$ cat src/rtl/ps2_host_tx.sv
// Host-to-device PS/2 transmitter: inhibit, request-to-send, 8 data bits + odd parity + stop, ACK check.
// Define PS2_TX_RETRY_EN to retry a NACKed or timed-out byte once before reporting failure.
module ps2_host_tx #(
  parameter int unsigned INHIBIT_CYCLES = 5000,
  parameter int unsigned TIMEOUT_CYCLES = 100000
) (
  input  logic       clk,
  input  logic       rst_n,
  input  logic [7:0] tx_data,
  input  logic       tx_start,
  output logic       tx_busy,
  output logic       tx_done,
  output logic       tx_ack_ok,
  input  logic       ps2_clk_in,
  input  logic       ps2_data_in,
  output logic       ps2_clk_drive_low,
  output logic       ps2_data_drive_low
);

  localparam int unsigned INH_W = $clog2(INHIBIT_CYCLES + 1);
  localparam int unsigned TMO_W = $clog2(TIMEOUT_CYCLES + 1);

  typedef enum logic [2:0] {
    S_IDLE,
    S_INHIBIT,
    S_REQ,
    S_SEND,
    S_ACK,
    S_WAIT_IDLE
  } state_e;

  state_e           state_q;
  logic             clk_s1_q, clk_s2_q, clk_prev_q;
  logic             data_s1_q, data_s2_q;
  logic [9:0]       shift_q;
  logic [3:0]       bit_cnt_q;
  logic [INH_W-1:0] inh_cnt_q;
  logic [TMO_W-1:0] tmo_q;
  logic             ack_q;
  logic             busy_q, done_q, ack_ok_q, clk_dl_q, data_dl_q;
`ifdef PS2_TX_RETRY_EN
  logic [7:0]       data_q;
  logic             retry_used_q;
`endif

  function automatic logic [9:0] frame_of(input logic [7:0] b);
    return {1'b1, ~^b, b};
  endfunction

  logic fall_edge, tmo_run, timeout_hit, line_idle, end_attempt, attempt_ok;

  assign fall_edge   = clk_prev_q & ~clk_s2_q;
  assign tmo_run     = state_q inside {S_SEND, S_ACK, S_WAIT_IDLE};
  // An edge arriving in the expiry cycle wins over the timeout.
  assign timeout_hit = tmo_run && !fall_edge && (tmo_q == TMO_W'(TIMEOUT_CYCLES - 1));
  assign line_idle   = (state_q == S_WAIT_IDLE) && clk_s2_q && data_s2_q;
  assign end_attempt = timeout_hit | line_idle;
  assign attempt_ok  = line_idle & ack_q;

  always_ff @(posedge clk or negedge rst_n) begin
    if (!rst_n) begin
      state_q      <= S_IDLE;
      clk_s1_q     <= 1'b1;
      clk_s2_q     <= 1'b1;
      clk_prev_q   <= 1'b1;
      data_s1_q    <= 1'b1;
      data_s2_q    <= 1'b1;
      shift_q      <= '0;
      bit_cnt_q    <= '0;
      inh_cnt_q    <= '0;
      tmo_q        <= '0;
      ack_q        <= 1'b0;
      busy_q       <= 1'b0;
      done_q       <= 1'b0;
      ack_ok_q     <= 1'b0;
      clk_dl_q     <= 1'b0;
      data_dl_q    <= 1'b0;
`ifdef PS2_TX_RETRY_EN
      data_q       <= '0;
      retry_used_q <= 1'b0;
`endif
    end else begin
      clk_s1_q   <= ps2_clk_in;
      clk_s2_q   <= clk_s1_q;
      clk_prev_q <= clk_s2_q;
      data_s1_q  <= ps2_data_in;
      data_s2_q  <= data_s1_q;
      done_q     <= 1'b0;
      ack_ok_q   <= 1'b0;

      case (state_q)
        S_IDLE: begin
          if (tx_start) begin
            shift_q      <= frame_of(tx_data);
            bit_cnt_q    <= '0;
            inh_cnt_q    <= '0;
            ack_q        <= 1'b0;
            busy_q       <= 1'b1;
            clk_dl_q     <= 1'b1;
            data_dl_q    <= 1'b0;
            state_q      <= S_INHIBIT;
`ifdef PS2_TX_RETRY_EN
            data_q       <= tx_data;
            retry_used_q <= 1'b0;
`endif
          end
        end
        S_INHIBIT: begin
          if (inh_cnt_q == INH_W'(INHIBIT_CYCLES - 1)) begin
            data_dl_q <= 1'b1;
            state_q   <= S_REQ;
          end else begin
            inh_cnt_q <= inh_cnt_q + 1'b1;
          end
        end
        S_REQ: begin
          clk_dl_q <= 1'b0;
          tmo_q    <= '0;
          state_q  <= S_SEND;
        end
        S_SEND: begin
          if (fall_edge) begin
            data_dl_q <= ~shift_q[0];
            shift_q   <= {1'b1, shift_q[9:1]};
            bit_cnt_q <= bit_cnt_q + 1'b1;
            tmo_q     <= '0;
            if (bit_cnt_q == 4'd9) state_q <= S_ACK;
          end else begin
            tmo_q <= tmo_q + 1'b1;
          end
        end
        S_ACK: begin
          if (fall_edge) begin
            ack_q   <= ~data_s2_q;
            tmo_q   <= '0;
            state_q <= S_WAIT_IDLE;
          end else begin
            tmo_q <= tmo_q + 1'b1;
          end
        end
        S_WAIT_IDLE: begin
          if (fall_edge) tmo_q <= '0;
          else           tmo_q <= tmo_q + 1'b1;
        end
        default: state_q <= S_IDLE;
      endcase

      // Attempt completion overrides the per-state updates above.
      if (end_attempt) begin
`ifdef PS2_TX_RETRY_EN
        if (!attempt_ok && !retry_used_q) begin
          retry_used_q <= 1'b1;
          shift_q      <= frame_of(data_q);
          bit_cnt_q    <= '0;
          inh_cnt_q    <= '0;
          ack_q        <= 1'b0;
          clk_dl_q     <= 1'b1;
          data_dl_q    <= 1'b0;
          state_q      <= S_INHIBIT;
        end else
`endif
        begin
          busy_q    <= 1'b0;
          done_q    <= 1'b1;
          ack_ok_q  <= attempt_ok;
          clk_dl_q  <= 1'b0;
          data_dl_q <= 1'b0;
          state_q   <= S_IDLE;
        end
      end
    end
  end

  assign tx_busy            = busy_q;
  assign tx_done            = done_q;
  assign tx_ack_ok          = ack_ok_q;
  assign ps2_clk_drive_low  = clk_dl_q;
  assign ps2_data_drive_low = data_dl_q;

endmodule
$ cat config.mk
export PLATFORM = sky130hd
export DESIGN_NAME = ps2_host_tx
export DESIGN_NICKNAME = d
export VERILOG_FILES = /design/src/rtl/ps2_host_tx.sv
export SDC_FILE = /design/constraint.sdc
export NUM_CORES = 1
export LEC_CHECK = 0
export CAP_MARGIN = 10
export CORE_AREA = 2 2 65 129
export CTS_CLUSTER_SIZE = 16
export DETAILED_ROUTE_END_ITERATION = 16
export DIE_AREA = 0 0 67 131
export SETUP_SLACK_MARGIN = 0.2
export SYNTH_ARGS = -nofsm -noshare
export SYNTH_HDL_FRONTEND = slang
export SYNTH_SLANG_ARGS = --single-unit
$ cat constraint.sdc
create_clock -name clk -period 1.81 [get_ports clk]
set_input_delay 0.4525 -clock clk [delete_from_list [all_inputs] [get_ports clk]]
set_output_delay 0.4525 -clock clk [all_outputs]
set_load 0.02 [all_outputs]
==> out/results.ini, run 1 <==
[flow_run]
maxCapViolations=0

[logic_synthesis]
synth_seq_cells=58
synth_top_area_share=0.437
synth.area.top_cells=dfrtp_1, nand2_1, dfstp_2
synth_flop_cell=dfrtp_1
ys_seq_area_frac=0.481
syn-num-nets=352
avgSynthCellArea_um2=9.05
synth-edff-count=0
synth_common_cells=dfrtp_1, nand2_1, nor2_1, nand3_1
yosysWarningCount=0
syn_area_mm2=0.00303
async_flop_share=1.00
synth_top_area_cell=dfrtp_1
yosysMostFrequentCell=dfrtp_1
synthCells=335
yosysUniqueCellTypes=50

[clock_tree]
cts_tree=yes
path_clk_slew_ns=0.05
numCtsBuffers=9
clockBufferDepth=2
cts_htree_levels=3
root_buffer=clkbuf_16
cts_hold_buf=0
cts.sinks=58
clkLatencyLatePin_ns=0.33

[finish]
synthToLayoutAreaGrowth_pct=50.1
final_util=0.581
finish.instance_area_mm2=0.00455
nFillCells=689
diodes=0
final_cells=512
fin_nets=428
drive_above_1_share=0.341

[sta]
fin_crit_ns=1.82
slew-limit-headroom=0.745
fin_crit_sh=1.00
setup_viol=4
maxSlewViolCount=0
rsz0062_at_grt=true
max_freq_mhz=550
worst_pin_slew_ns=0.380
skew_ns=0.00604
hold_viol_final=0
postLayoutSetupSlackWorst_ns=-0.00762

[critical_path]
critPathKind=register to register
worstPathCellList=buf_6 -> or4b_4 -> o21ai_4 -> buf_6 -> buf_12 -> buf_16 -> a31oi_4
end_kind=register
crit_arrival_ns=2.03
slowest_stage=or4b_4
required_ns=2.02
path_max_fanout=5
startpoint_type=register
max_stage_delay_ns=0.57
crit_top_cell=buf_6

[die]
coreArea_mm2=0.00783
ios=18
std_cell_rows=46
die_y_um=131
start_util=0.387
die_w_um=67
die-area_mm2=0.00878

[power_and_ir_drop]
irDropWorstVdd_uv=591
power_leakage_nw=1.86
powerDensity_mw_per_mm2=722

[drt]
route.vias.total=2969
antenna_left=0
first_pass_iters=5
via_per_inst=5.80
wirelength_um=8750
wl_per_cell_um=17.1
drt_iter0_drc=174
drc=0

[status]
status=finished, violations left
violations=setup timing

[worst_hold_path]
hold_path_class=primary input to async pin

[placed_design]
placedCellCount=463
hpwl_um=5060
gp_congestion=0.831
placed_area_mm2=0.00354
port_buffers=17
place_ws_ns=-0.371

[global_routing]
grt_first_pass_wirelength_um=13700
antenna_found_initial=0
grt_max_degree=59
globalRouteOverflowTotal=0
grt_pass1_vias=2949
grtUsageTotal=0.205

-- cells by family after synthesis --
kind of cell / share of synthesized area
AO/OA/AOI/OAI: 0.164
XOR/XNOR: 0.0404
adder cells (fa/ha/maj): 0.0165
buffers and inverters: 0.0421
flip-flops: 0.481
AND/OR/NAND/NOR: 0.256
-- critical path: cells and delay by family (launching register included) --
family	cells	cell delay, ns
AOI/OAI and AO/OA	2	0.18
buffers and inverters	4	0.49
DFF	1	0.44
and+or+nand+nor	1	0.57
-- layout by cell type, fill, tap and decap left out, types with 4 or more instances in the layout --
master / synthesis / final
a21oi_1: 18 / 14
a31oi_1: 18 / 14
buf_4: 0 / 36
buf_6: 0 / 22
clkbuf_16: 0 / 9
clkdlybuf4s50_1: 0 / 10
dfrtp_1: 53 / 47
dfrtp_2: 0 / 6
dfstp_2: 5 / 5
dlygate4sd2_1: 0 / 6
inv_1: 14 / 14
nand2_1: 39 / 39
nand3_1: 19 / 15
nand4_1: 11 / 11
nor2_1: 27 / 21
nor2_4: 0 / 4
nor3_1: 5 / 4
o211ai_1: 6 / 6
o21ai_0: 17 / 7
o21ai_1: 1 / 8
o31ai_1: 5 / 4
or3_1: 7 / 6
or4_1: 8 / 6
xnor2_1: 10 / 10
xor2_1: 4 / 4
-- state kept, by name, indices dropped and copies added, names as in the netlist --
register            flops
ack_q                   1
clk_prev_q              1
shift_q                10
data_s2_q               1
state_q                 3
clk_s2_q                1
inh_cnt_q              13
tmo_q                  17
ps2_data_drive_low      1
clk_s1_q                1
tx_busy                 1
ps2_clk_drive_low       1
tx_done                 1
tx_ack_ok               1
data_s1_q               1
bit_cnt_q               4
-- per-stage QoR --
| stage | setup TNS, ns | hold WS [ns] | power [mW] |
|---|---|---|---|
| after global routing | -0.473 | 0.157 | 3.39 |
| final | -0.0273 | 0.126 | 3.29 |
| after detailed placement | -3.85 | 0.347 | 1.58 |
| after floorplan | 0 | 0.157 | 1.48 |
| after CTS | 0 | 0.141 | 3.30 |
| after global placement | -3.34 | 0.346 | 1.57 |
-- path summary, 6_finish.rpt --
check	slack (ns)	startpoint	to	depth (start not counted)
max	-0.008	state_q[2]$_DFFE_PN0P_	shift_q[3]$_DFFE_PN0P_	7
min reg2reg	0.35	data_s1_q$_DFF_PN1_	data_s2_q$_DFF_PN1_	0
min in group clk	0.35	data_s1_q$_DFF_PN1_	data_s2_q$_DFF_PN1_	0
max in group asynchronous	1.36	rst_n	clk_prev_q$_DFF_PN1_	2
min	0.13	rst_n	shift_q[5]$_DFFE_PN0P_	2
max reg2reg	-0.008	state_q[2]$_DFFE_PN0P_	shift_q[3]$_DFFE_PN0P_	7
-- where the power goes --
group / internal (mW) / total [mW] / leakage, nW / switching (mW)
clock network: 1.14 / 1.71 / 0.147 / 0.570
logic: 0.0915 / 0.189 / 1.02 / 0.0972
registers: 1.34 / 1.39 / 0.694 / 0.0465
total: 2.57 / 3.29 / 1.86 / 0.714
-- per-layer routing --
layer | part of all wire | track usage
met1 | 0.40 | 0.246
met2 | 0.53 | 0.342
met3 | 0.036 | 0.0334
met4 | 0.029 | 0.116
met5 | 0 | 0
-- repair_timing --
action                                  4_1_cts  5_1_grt
buffers inserted                             13       15
endpoints found under the setup margin       44       51
gates cloned                                  3        2
pin swaps                                     7       28
hold endpoints to repair                      0        0
resized for setup                            40       72
-- cell type report --
class	instances	area [um2]	share of cell area
Clock buffer	14	264	0.0580
Clock inverter	2	35.0	0.00770
Multi-Input combinational cell	245	1760	0.388
Inverter	14	52.6	0.0116
Tap cell	96	120	0.0264
Sequential cell	58	1470	0.322
Timing Repair Buffer	83	848	0.186
Power figures use the tool's default switching activity.
==> run 2, diff against run 1 <==
--- a/config.mk
+++ b/config.mk
@@ -7,7 +7,7 @@
 export LEC_CHECK = 0
 export CAP_MARGIN = 10
 export CORE_AREA = 2 2 65 129
-export CTS_CLUSTER_SIZE = 16
+export CTS_CLUSTER_SIZE = 40
 export DETAILED_ROUTE_END_ITERATION = 16
 export DIE_AREA = 0 0 67 131
 export SETUP_SLACK_MARGIN = 0.2
==> results of run 2 <==
Same layout as run 1: the final DEF is identical, and so are final timing and power.
